===== src/rtl/add_limb_chain_pkg.sv =====
// add_limb_chain_pkg: shared state encoding, default sizes and counter-width helper
// Revision 1.0
`default_nettype none

package add_limb_chain_pkg;

  typedef enum logic {
    ST_IDLE = 1'b0,
    ST_BUSY = 1'b1
  } state_t;

  localparam int DEF_W         = 8;
  localparam int DEF_MAX_LIMBS = 16;

  // Limb counter must be at least one bit even for single-limb operands
  function automatic int cnt_width(input int n);
    return (n > 1) ? $clog2(n) : 1;
  endfunction

endpackage

`default_nettype wire


===== src/rtl/add_pg_core.sv =====
// add_pg_core: W-bit Kogge-Stone style parallel-prefix adder with carry-in and carry-out
// Revision 1.0
`default_nettype none

module add_pg_core
  import add_limb_chain_pkg::*;
#(
  parameter int W = DEF_W
) (
  input  logic [W-1:0] a,
  input  logic [W-1:0] b,
  input  logic         cin,
  output logic [W-1:0] sum,
  output logic         cout
);

  localparam int LV = (W > 1) ? $clog2(W) : 1;

  logic [W-1:0] p0;
  logic [W-1:0] g_cur;
  logic [W-1:0] p_cur;
  logic [W-1:0] g_nxt;
  logic [W-1:0] p_nxt;

  always_comb begin
    p0    = a ^ b;
    g_cur = a & b;
    // Fold carry-in into bit 0 so every prefix G[i:0] is a true carry
    g_cur[0] = (a[0] & b[0]) | (p0[0] & cin);
    p_cur = p0;
    g_nxt = '0;
    p_nxt = '0;
    for (int l = 0; l < LV; l++) begin
      g_nxt = g_cur;
      p_nxt = p_cur;
      for (int i = (1 << l); i < W; i++) begin
        g_nxt[i] = g_cur[i] | (p_cur[i] & g_cur[i - (1 << l)]);
        p_nxt[i] = p_cur[i] & p_cur[i - (1 << l)];
      end
      g_cur = g_nxt;
      p_cur = p_nxt;
    end
  end

  assign sum  = p0 ^ {g_cur[W-2:0], cin};
  assign cout = g_cur[W-1];

endmodule

`default_nettype wire


===== src/rtl/add_limb_chain.sv =====
// add_limb_chain: streaming LSB-first multi-limb adder with carry chained across handshakes
// Revision 1.0
`default_nettype none

module add_limb_chain
  import add_limb_chain_pkg::*;
#(
  parameter int W         = DEF_W,
  parameter int MAX_LIMBS = DEF_MAX_LIMBS
) (
  input  logic         clk,
  input  logic         rst_n,
  input  logic         in_valid,
  output logic         in_ready,
  input  logic [W-1:0] in_a,
  input  logic [W-1:0] in_b,
  input  logic         in_last,
  output logic         out_valid,
  input  logic         out_ready,
  output logic [W-1:0] out_sum,
  output logic         out_last,
  output logic         out_carry,
  output logic         out_err
);

  localparam int            CW       = cnt_width(MAX_LIMBS);
  localparam logic [CW-1:0] LAST_IDX = CW'(MAX_LIMBS - 1);

  state_t        state;
  logic          carry_q;
  logic [CW-1:0] limb_cnt;

  logic          accept;
  logic          eff_last;
  logic          carry_in;
  logic [W-1:0]  sum;
  logic          cout;

  assign in_ready = !out_valid || out_ready;
  assign accept   = in_valid && in_ready;
  assign carry_in = (state == ST_BUSY) ? carry_q : 1'b0;
  // Operands that never raise in_last are cut at the last counter slot
  assign eff_last = in_last || (limb_cnt == LAST_IDX);

  add_pg_core #(.W(W)) u_core (
    .a    (in_a),
    .b    (in_b),
    .cin  (carry_in),
    .sum  (sum),
    .cout (cout)
  );

  always_ff @(posedge clk or negedge rst_n) begin
    if (!rst_n) begin
      state     <= ST_IDLE;
      carry_q   <= 1'b0;
      limb_cnt  <= '0;
      out_valid <= 1'b0;
      out_sum   <= '0;
      out_last  <= 1'b0;
      out_carry <= 1'b0;
      out_err   <= 1'b0;
    end else if (accept) begin
      out_valid <= 1'b1;
      out_sum   <= sum;
      out_last  <= eff_last;
      out_carry <= eff_last ? cout : 1'b0;
      out_err   <= eff_last && !in_last;
      carry_q   <= eff_last ? 1'b0 : cout;
      limb_cnt  <= eff_last ? '0 : limb_cnt + 1'b1;
      state     <= eff_last ? ST_IDLE : ST_BUSY;
    end else if (out_ready) begin
      out_valid <= 1'b0;
    end
  end

endmodule

`default_nettype wire

===== config.mk =====
export PLATFORM = sky130hd
export DESIGN_NAME = add_limb_chain
export DESIGN_NICKNAME = d
export VERILOG_FILES = /design/src/rtl/add_limb_chain_pkg.sv /design/src/rtl/add_pg_core.sv /design/src/rtl/add_limb_chain.sv
export SDC_FILE = /design/constraint.sdc
export NUM_CORES = 1
export LEC_CHECK = 0
export CAP_MARGIN = 10
export CORE_MARGIN = 8
export CORE_UTILIZATION = 45
export CTS_CLUSTER_DIAMETER = 30
export DETAILED_ROUTE_END_ITERATION = 16
export GPL_ROUTABILITY_DRIVEN = 0
export PLACE_DENSITY = 0.78
export SLEW_MARGIN = 20
export SYNTH_ARGS = -nofsm -noshare
export SYNTH_HDL_FRONTEND = slang
export SYNTH_SLANG_ARGS = --single-unit

===== constraint.sdc =====
create_clock -name clk -period 2.6 [get_ports clk]
set_input_delay 0.52 -clock clk [delete_from_list [all_inputs] [get_ports clk]]
set_output_delay 0.52 -clock clk [all_outputs]
set_load 0.01 [all_outputs]

==> results of run 1 <==
[logic make-up (layout without fill, tap and decap cells)]
| group | Yosys count | count (layout) | share of synthesized area [%] |
|---|---|---|---|
| buffers and inverters | 6 | 42 | 2.364 |
| flip-flops | 18 | 18 | 42.55 |
| XOR/XNOR | 4 | 4 | 3.310 |
| AO/OA/AOI/OAI | 29 | 29 | 18.44 |
| adder cells (fa/ha/maj) | 10 | 10 | 13.24 |
| multiplexers | 1 | 1 | 1.064 |
| AND/OR/NAND/NOR | 41 | 41 | 19.03 |
[power groups by stage]
stage / clock network [µW] / logic (µW) / registers, µW
after floorplan: 0 / 130 / 380
after global placement: 0 / 267 / 369
after detailed placement: 0 / 273 / 370
after CTS: 181 / 273 / 365
after global routing: 195 / 300 / 373
final: 173 / 269 / 364
[layout by cell type (no fill, tap or decap), types with 2 or more instances in the layout]
cell and instances:
sky130_fd_sc_hd__fa_1 2, sky130_fd_sc_hd__dfrtp_1 18, sky130_fd_sc_hd__o21a_1 3, sky130_fd_sc_hd__nand3_1 3
sky130_fd_sc_hd__nand2b_1 4, sky130_fd_sc_hd__clkbuf_4 3, sky130_fd_sc_hd__inv_1 4, sky130_fd_sc_hd__a22o_2 2
sky130_fd_sc_hd__o21ai_1 3, sky130_fd_sc_hd__nor2_1 5, sky130_fd_sc_hd__clkdlybuf4s50_1 33, sky130_fd_sc_hd__nand2_1 21
sky130_fd_sc_hd__xor2_1 3, sky130_fd_sc_hd__nor3_1 2, sky130_fd_sc_hd__o21ai_0 8, sky130_fd_sc_hd__o31ai_1 3
sky130_fd_sc_hd__ha_1 8, sky130_fd_sc_hd__a21oi_1 3
[through the flow]
stage | setup slack (ps) | std cells | area (µm²) | hold WS (ps) | util (%)
floorplan | 461.1 | 109 | 1059 | 224.4 | -
global placement | -48.12 | 169 | 1421 | 458.7 | 64.25
detailed placement | -117.7 | 169 | 1421 | 469.9 | 64.25
CTS | 187.6 | 173 | 1458 | 494.7 | 65.89
global route | 99.35 | 173 | 1458 | 524.8 | 65.89
finish | 177.8 | 173 | 1458 | 484.9 | 65.89
[path summary, 6_finish.rpt]
| check | from | to | slack [ps] | cells after the start |
|---|---|---|---|---|
| max reg2reg | carry_q | out_carry | 500 | 8 |
| min in group asynchronous | rst_n | limb_cnt[3] | 670 | 1 |
| max in group asynchronous | rst_n | out_sum[5] | 1440 | 1 |
| max | in_a[0] | out_carry | 180 | 9 |
| min | out_sum[0] | out_sum[0] | 480 | 2 |
| min reg2reg | out_sum[0] | out_sum[0] | 480 | 2 |
[registers in the layout, indices dropped and copies added, names as in the netlist]
name,flops
out_sum,8
limb_cnt,4
carry_q,1
out_carry,1
out_err,1
out_last,1
out_valid,1
state,1
[layout make-up]
type / instances / area, µm²
clock buffer: 4 / 36.28
fill: 197 / 754.5
inverter: 4 / 15.01
multi-input combinational: 85 / 583.1
sequential: 18 / 450.4
tap: 28 / 35.03
timing repair buffer: 34 / 337.8
[metal layers]
| metal | vias up | global-route usage (%) | share of wire (%) |
|---|---|---|---|
| met2 | 25 | 19.38 | 48 |
| met3 | 5 | 5.670 | 7.5 |
| met4 | 0 | 2.452 | 0.89 |
| li1 | 453 | - | - |
| met1 | 411 | 12.73 | 44 |
| met5 | - | 0 | 0 |
[worst reg2reg max path: cells and delay by family (launching register included)]
kind / cells / cell delay, ps
AOI/OAI and AO/OA: 3 / 530
adders and majority gates: 2 / 860
DFF: 1 / 370
and+or+nand+nor: 3 / 290
==> load_flow_metrics.sql, run 1 <==
INSERT INTO impl_metrics (metric_group, metric, value, unit) VALUES
('status', 'status', 'completed', ''),
('power_and_ir_drop', 'pwr-share-comb', '33.3', '%'),
('timing', 'max_clock_freq', '0.4129', 'GHz'),
('layout', 'drive_gt1_share', '10.34', '%'),
('worst_setup_path', 'critPathArrivalTime', '2670', 'ps'),
('place', 'portBuffers', '33', ''),
('routing', 'detail_route.wl_per_cell', '13.05', 'µm'),
('yosys', 'post-synth-top-count-cell', 'sky130_fd_sc_hd__nand2_1', ''),
('global_routing', 'global_route_wire_length_before_repair', '3.953', 'mm'),
('routing', 'drcViolationCount', '0', ''),
('timing', 'report.final.hold_viol_count', '0', ''),
('yosys', 'synth_seq_area_share', '42.55', '%'),
('die', 'io_pins', '34', ''),
('worst_setup_path', 'cell_type_with_the_highest_occurrence_count_on_the_critical_path', 'sky130_fd_sc_hd__fa_1', ''),
('clocking', 'tritoncts_clock_tree', 'done', ''),
('clocking', 'worst_skew_pair.late_latency', '300', 'ps'),
('global_routing', 'pin_count_of_the_biggest_net_entering_global_routing', '27', ''),
('worst_setup_path', 'critical_path_peak_fanout', '2', ''),
('worst_setup_path', 'startpoint_type', 'input pin', ''),
('clocking', 'cts_inserted_buffers', '3', ''),
('routing', 'detail_route.iter0.violations', '26', ''),
('yosys', 'synthesis.area_per_instance', '9.711', 'µm²'),
('timing', 'final.min_clock_period', '2422', 'ps'),
('global_routing', 'overflow', '0', ''),
('power_and_ir_drop', 'power', '806.0', 'µW'),
('die', 'floorplan.initialDensity', '47.85', '%'),
('yosys', 'ys.warnings.count', '0', ''),
('yosys', 'gate_count_of_the_mapped_netlist', '109', ''),
('timing', 'post-route-period-util', '93.16', '%'),
('power_and_ir_drop', 'power_density', '552.9', 'nW/µm²'),
('timing', 'rsz0062_at_grt', 'no', ''),
('die', 'dieWidth', '64.50', 'µm'),
('layout', 'num_antenna_cells', '0', ''),
('layout', 'finalNetCount', '177', ''),
('worst_setup_path', 'critical_path.n_buffers_inverters', '2', ''),
('timing', 'fin_clk_skew', '3.033', 'ps'),
('clocking', 'clkTransAtPathRegs', '100', 'ps'),
('clocking', 'postCtsSetupBuffers', '0', ''),
('power_and_ir_drop', 'power_switching_share', '29.73', '%'),
('die', 'design.core.area', '2212', 'µm²'),
('timing', 'relative_slew_slack', '47.22', '%'),
('routing', 'finalWirelength', '2.257', 'mm'),
('global_routing', 'via_count_of_the_first_global_routing_pass', '923', ''),
('worst_setup_path', 'critical-path-max-stage-delay', '460', 'ps'),
('clocking', 'cts_sinks', '18', ''),
('yosys', 'synth_enable_flop_cells', '0', ''),
('min_path', 'hold_path.class', 'reg -> reg', ''),
('flow_run', 'max_cap_violation_count', '0', ''),
('routing', 'routed-via-count', '894', ''),
('power_and_ir_drop', 'power_switching', '239.6', 'µW'),
('power_and_ir_drop', 'portion_of_total_power_attributed_to_the_clock_network', '21.5', '%'),
('yosys', 'synth_async_sr_flop_share', '100.0', '%'),
('timing', 'report.final.setup_viol', '0', ''),
('layout', 'flow.area_growth_from_synthesis', '37.71', '%'),
('global_routing', 'globalRouteTotalUtil', '11.47', '%'),
('worst_setup_path', 'cp_top_family', 'adder cells', ''),
('power_and_ir_drop', 'p_int', '566.3', 'µW'),
('clocking', 'clock_path_buffers', '2', ''),
('die', 'floorplan.rows', '17', ''),
('clocking', 'cts_root_buffer', 'sky130_fd_sc_hd__clkbuf_4', ''),
('timing', 'final-max-slew-violation-count', '0', ''),
('power_and_ir_drop', 'power.share.sequential', '45.2', '%'),
('timing', 'fin_setup_tns', '0', 'ps'),
('clocking', 'cts_hold_buf', '0', ''),
('worst_setup_path', 'cpMaxStageDelayCell', 'sky130_fd_sc_hd__fa_1', ''),
('yosys', 'synth.largest_area_cell', 'sky130_fd_sc_hd__dfrtp_1', ''),
('yosys', 'synth.net_count', '140', ''),
('yosys', 'post_synth_num_cell_types', '32', ''),
('worst_setup_path', 'worst_ep_required_time', '2850', 'ps'),
('global_routing', 'initial_antenna_violation_count', '0', ''),
('clocking', 'ctsResizeCount', '0', '');
No activity file was read; power rests on OpenSTA's default activity.
==> inputs of run 2 (changes only) <==
CORE_ASPECT_RATIO = 0.8   (was unset)
HOLD_SLACK_MARGIN = 0.05   (was unset)
TNS_END_PERCENT = 1   (was unset)
==> load_flow_metrics.sql, run 2 (synthesis gave the netlist of run 1 again) <==
INSERT INTO impl_metrics (metric_group, metric, value, unit) VALUES
('status', 'status', 'completed', ''),
('worst_setup_path', 'critPathArrivalTime', '2630', 'ps'),
('worst_setup_path', 'cp_num_cells', '9', ''),
('power_and_ir_drop', 'power_density', '563.7', 'nW/µm²'),
('worst_setup_path', 'cp_top_family', 'adder cells', ''),
('routing', 'finalWirelength', '2.417', 'mm'),
('routing', 'antenna_viol_nets_final', '0', ''),
('layout', 'max_ffs_per_register', '8', ''),
('worst_setup_path', 'critical_path_class', 'in -> reg', ''),
('die', 'die_h', '59.38', 'µm'),
('die', 'design.core.area', '2196', 'µm²'),
('layout', 'num_antenna_cells', '0', ''),
('die', 'die-area', '4170', 'µm²'),
('routing', 'detail_route.iter0.violations', '17', ''),
('routing', 'detail_route.wl_per_cell', '14.30', 'µm'),
('worst_setup_path', 'cpMaxStageDelayCell', 'sky130_fd_sc_hd__clkdlybuf4s50_1', ''),
('worst_setup_path', 'worst_ep_required_time', '2840', 'ps'),
('min_path', 'hold_path.class', 'reg -> reg', ''),
('worst_setup_path', 'cell_type_with_the_highest_occurrence_count_on_the_critical_path', 'sky130_fd_sc_hd__fa_1', ''),
('global_routing', 'global_route_wire_length_before_repair', '3.877', 'mm'),
('timing', 'final.min_clock_period', '2390', 'ps'),
('worst_setup_path', 'critical-path-max-stage-delay', '450', 'ps'),
('routing', 'drcViolationCount', '0', ''),
('worst_setup_path', 'critical_path_peak_fanout', '2', ''),
('clocking', 'cts_hold_buf', '0', ''),
('worst_setup_path', 'worstReg2RegStart', 'carry_q', ''),
('worst_setup_path', 'rr_endpoint', 'carry_q', ''),
('layout', 'finalNetCount', '176', ''),
('min_path', 'hold-path-cell-count', '2', ''),
('die', 'io_pins', '34', ''),
('die', 'floorplan.initialDensity', '48.21', '%'),
('power_and_ir_drop', 'ir_worst_vdd', '0.4979', 'mV'),
('power_and_ir_drop', 'p_leak', '0.0006413', 'µW'),
('routing', 'routed-via-count', '888', ''),
('clocking', 'ctsResizeCount', '0', ''),
('worst_setup_path', 'crit_path_end_kind', 'flop', ''),
('place', 'portBuffers', '33', ''),
('clocking', 'clkTransAtPathRegs', '100', 'ps'),
('place', 'place_hpwl', '1.957', 'mm'),
('clocking', 'cts_inserted_buffers', '3', ''),
('routing', 'drt_first_pass_iters', '3', ''),
('timing', 'fin_setup_tns', '0', 'ps'),
('layout', 'register_with_the_highest_flop_count', 'out_sum', ''),
('global_routing', 'pin_count_of_the_biggest_net_entering_global_routing', '27', ''),
('timing', 'report.final.hold_viol_count', '0', ''),
('timing', 'timing_worst_slew_pin_value', '808.0', 'ps'),
('timing', 'rsz0062_at_grt', 'no', ''),
('clocking', 'postCtsSetupBuffers', '0', ''),
('global_routing', 'via_count_of_the_first_global_routing_pass', '850', ''),
('worst_setup_path', 'critical_path.endpoint', 'carry_q', ''),
('clocking', 'clock_path_buffers', '2', ''),
('die', 'floorplan.rows', '15', ''),
('timing', 'max_clock_freq', '0.4184', 'GHz'),
('timing', 'relative_slew_slack', '45.97', '%'),
('layout', 'mostFrequentLayoutCells', '33 x sky130_fd_sc_hd__clkdlybuf4s50_1, 21 x sky130_fd_sc_hd__nand2_1, 18 x sky130_fd_sc_hd__dfrtp_1', ''),
('layout', 'most_common_library_cell_in_the_layout_ignoring_fill_and_taps', 'sky130_fd_sc_hd__clkdlybuf4s50_1', ''),
('global_routing', 'globalRouteTotalUtil', '11.62', '%'),
('flow_run', 'max_cap_violation_count', '0', ''),
('clocking', 'cts-htree-levels', '1', ''),
('timing', 'fin_clk_skew', '8.605', 'ps'),
('timing', 'report.final.setup_viol', '0', ''),
('global_routing', 'overflow', '0', ''),
('layout', 'drive_gt1_share', '9.722', '%'),
('worst_setup_path', 'cp-startpoint', 'in_a[0]', ''),
('die', 'dieWidth', '70.23', 'µm'),
('timing', 'post-route-period-util', '91.94', '%'),
('worst_setup_path', 'path_cells', 'clkdlybuf4s50_1, inv_1, fa_1, fa_1, nor2b_4, nor3_1, o21a_1, o21ai_2, a22o_2', ''),
('clocking', 'cts_sinks', '18', ''),
('worst_setup_path', 'ff2ff_path_depth', '8', ''),
('clocking', 'tritoncts_clock_tree', 'done', ''),
('timing', 'final-max-slew-violation-count', '0', ''),
('clocking', 'worst_skew_pair.late_latency', '300', 'ps'),
('layout', 'biggest_registers_after_layout', 'out_sum (8), limb_cnt (4)', ''),
('routing', 'viasPerCell', '5.254', ''),
('layout', 'flow.area_growth_from_synthesis', '36.64', '%'),
('worst_setup_path', 'critical_path.n_buffers_inverters', '2', ''),
('global_routing', 'initial_antenna_violation_count', '0', ''),
('clocking', 'cts_root_buffer', 'sky130_fd_sc_hd__clkbuf_4', ''),
('worst_setup_path', 'startpoint_type', 'input pin', ''),
('power_and_ir_drop', 'power', '815.3', 'µW'),
('worst_setup_path', 'reg2reg_setup_slack', '530', 'ps');
==> run 2: cell types whose count changed in the layout (fill, tap and decap cells not counted) <==
cell | previous run | this run
sky130_fd_sc_hd__buf_4 | 1 | 0
==> run 2: per-layer routing <==
layer | wire (µm) | part of all wire [%] | vias to the layer above | global-route usage [%]
met5 | 0 | 0 | - | 0
met4 | 32 | 1.3 | 0 | 4.857
met3 | 132 | 5.5 | 4 | 4.188
met2 | 1238 | 51 | 20 | 19.72
met1 | 1014 | 42 | 411 | 12.98
li1 | - | - | 453 | -
==> run 2: worst register-to-register path, cell delays in order, from the launching register on <==
cell	delay, ps
sky130_fd_sc_hd__dfrtp_1	370
sky130_fd_sc_hd__nand2_1	80
sky130_fd_sc_hd__fa_1	400
sky130_fd_sc_hd__fa_1	450
sky130_fd_sc_hd__nor2b_4	130
sky130_fd_sc_hd__nor3_1	50
sky130_fd_sc_hd__o21a_1	220
sky130_fd_sc_hd__o21ai_2	170
sky130_fd_sc_hd__a22o_2	140
==> run 2: stage by stage <==
step / hold slack, ps / util (%) / cells / instance area (µm²) / worst slack [ps]
2_1_floorplan: 224.4 / - / 109 / 1059 / 461.1
3_3_place_gp: 461.7 / 64.22 / 165 / 1410 / -58.45
3_5_place_dp: 463.7 / 64.22 / 165 / 1410 / -98.72
4_1_cts: 498.5 / 65.87 / 169 / 1446 / 217.0
5_1_grt: 513.5 / 65.87 / 169 / 1446 / 144.9
6_report: 489.9 / 65.87 / 169 / 1446 / 209.7
==> run 2: worst min path at each step <==
stage / slack [ps] / endpoint / startpoint
CTS: 500 / out_err / out_err
detailed placement: 460 / state / state
global route: 510 / out_sum[1] / out_sum[1]
finish: 490 / out_err / out_err
floorplan: 220 / carry_q / rst_n
global placement: 460 / out_sum[4] / out_sum[4]
==> run 2: cell type report <==
cell class | instances | area, µm²
inverter | 4 | 15.01
multi-input combinational | 85 | 583.1
fill | 183 | 749.5
sequential | 18 | 450.4
clock buffer | 4 | 36.28
timing repair buffer | 33 | 330.3
tap | 25 | 31.28
==> run 2: report_power, final <==
| group | internal, µW | switching (µW) |
|---|---|---|
| clock | 85.4 | 91.9 |
| combinational | 151 | 122 |
| sequential | 329 | 36.0 |
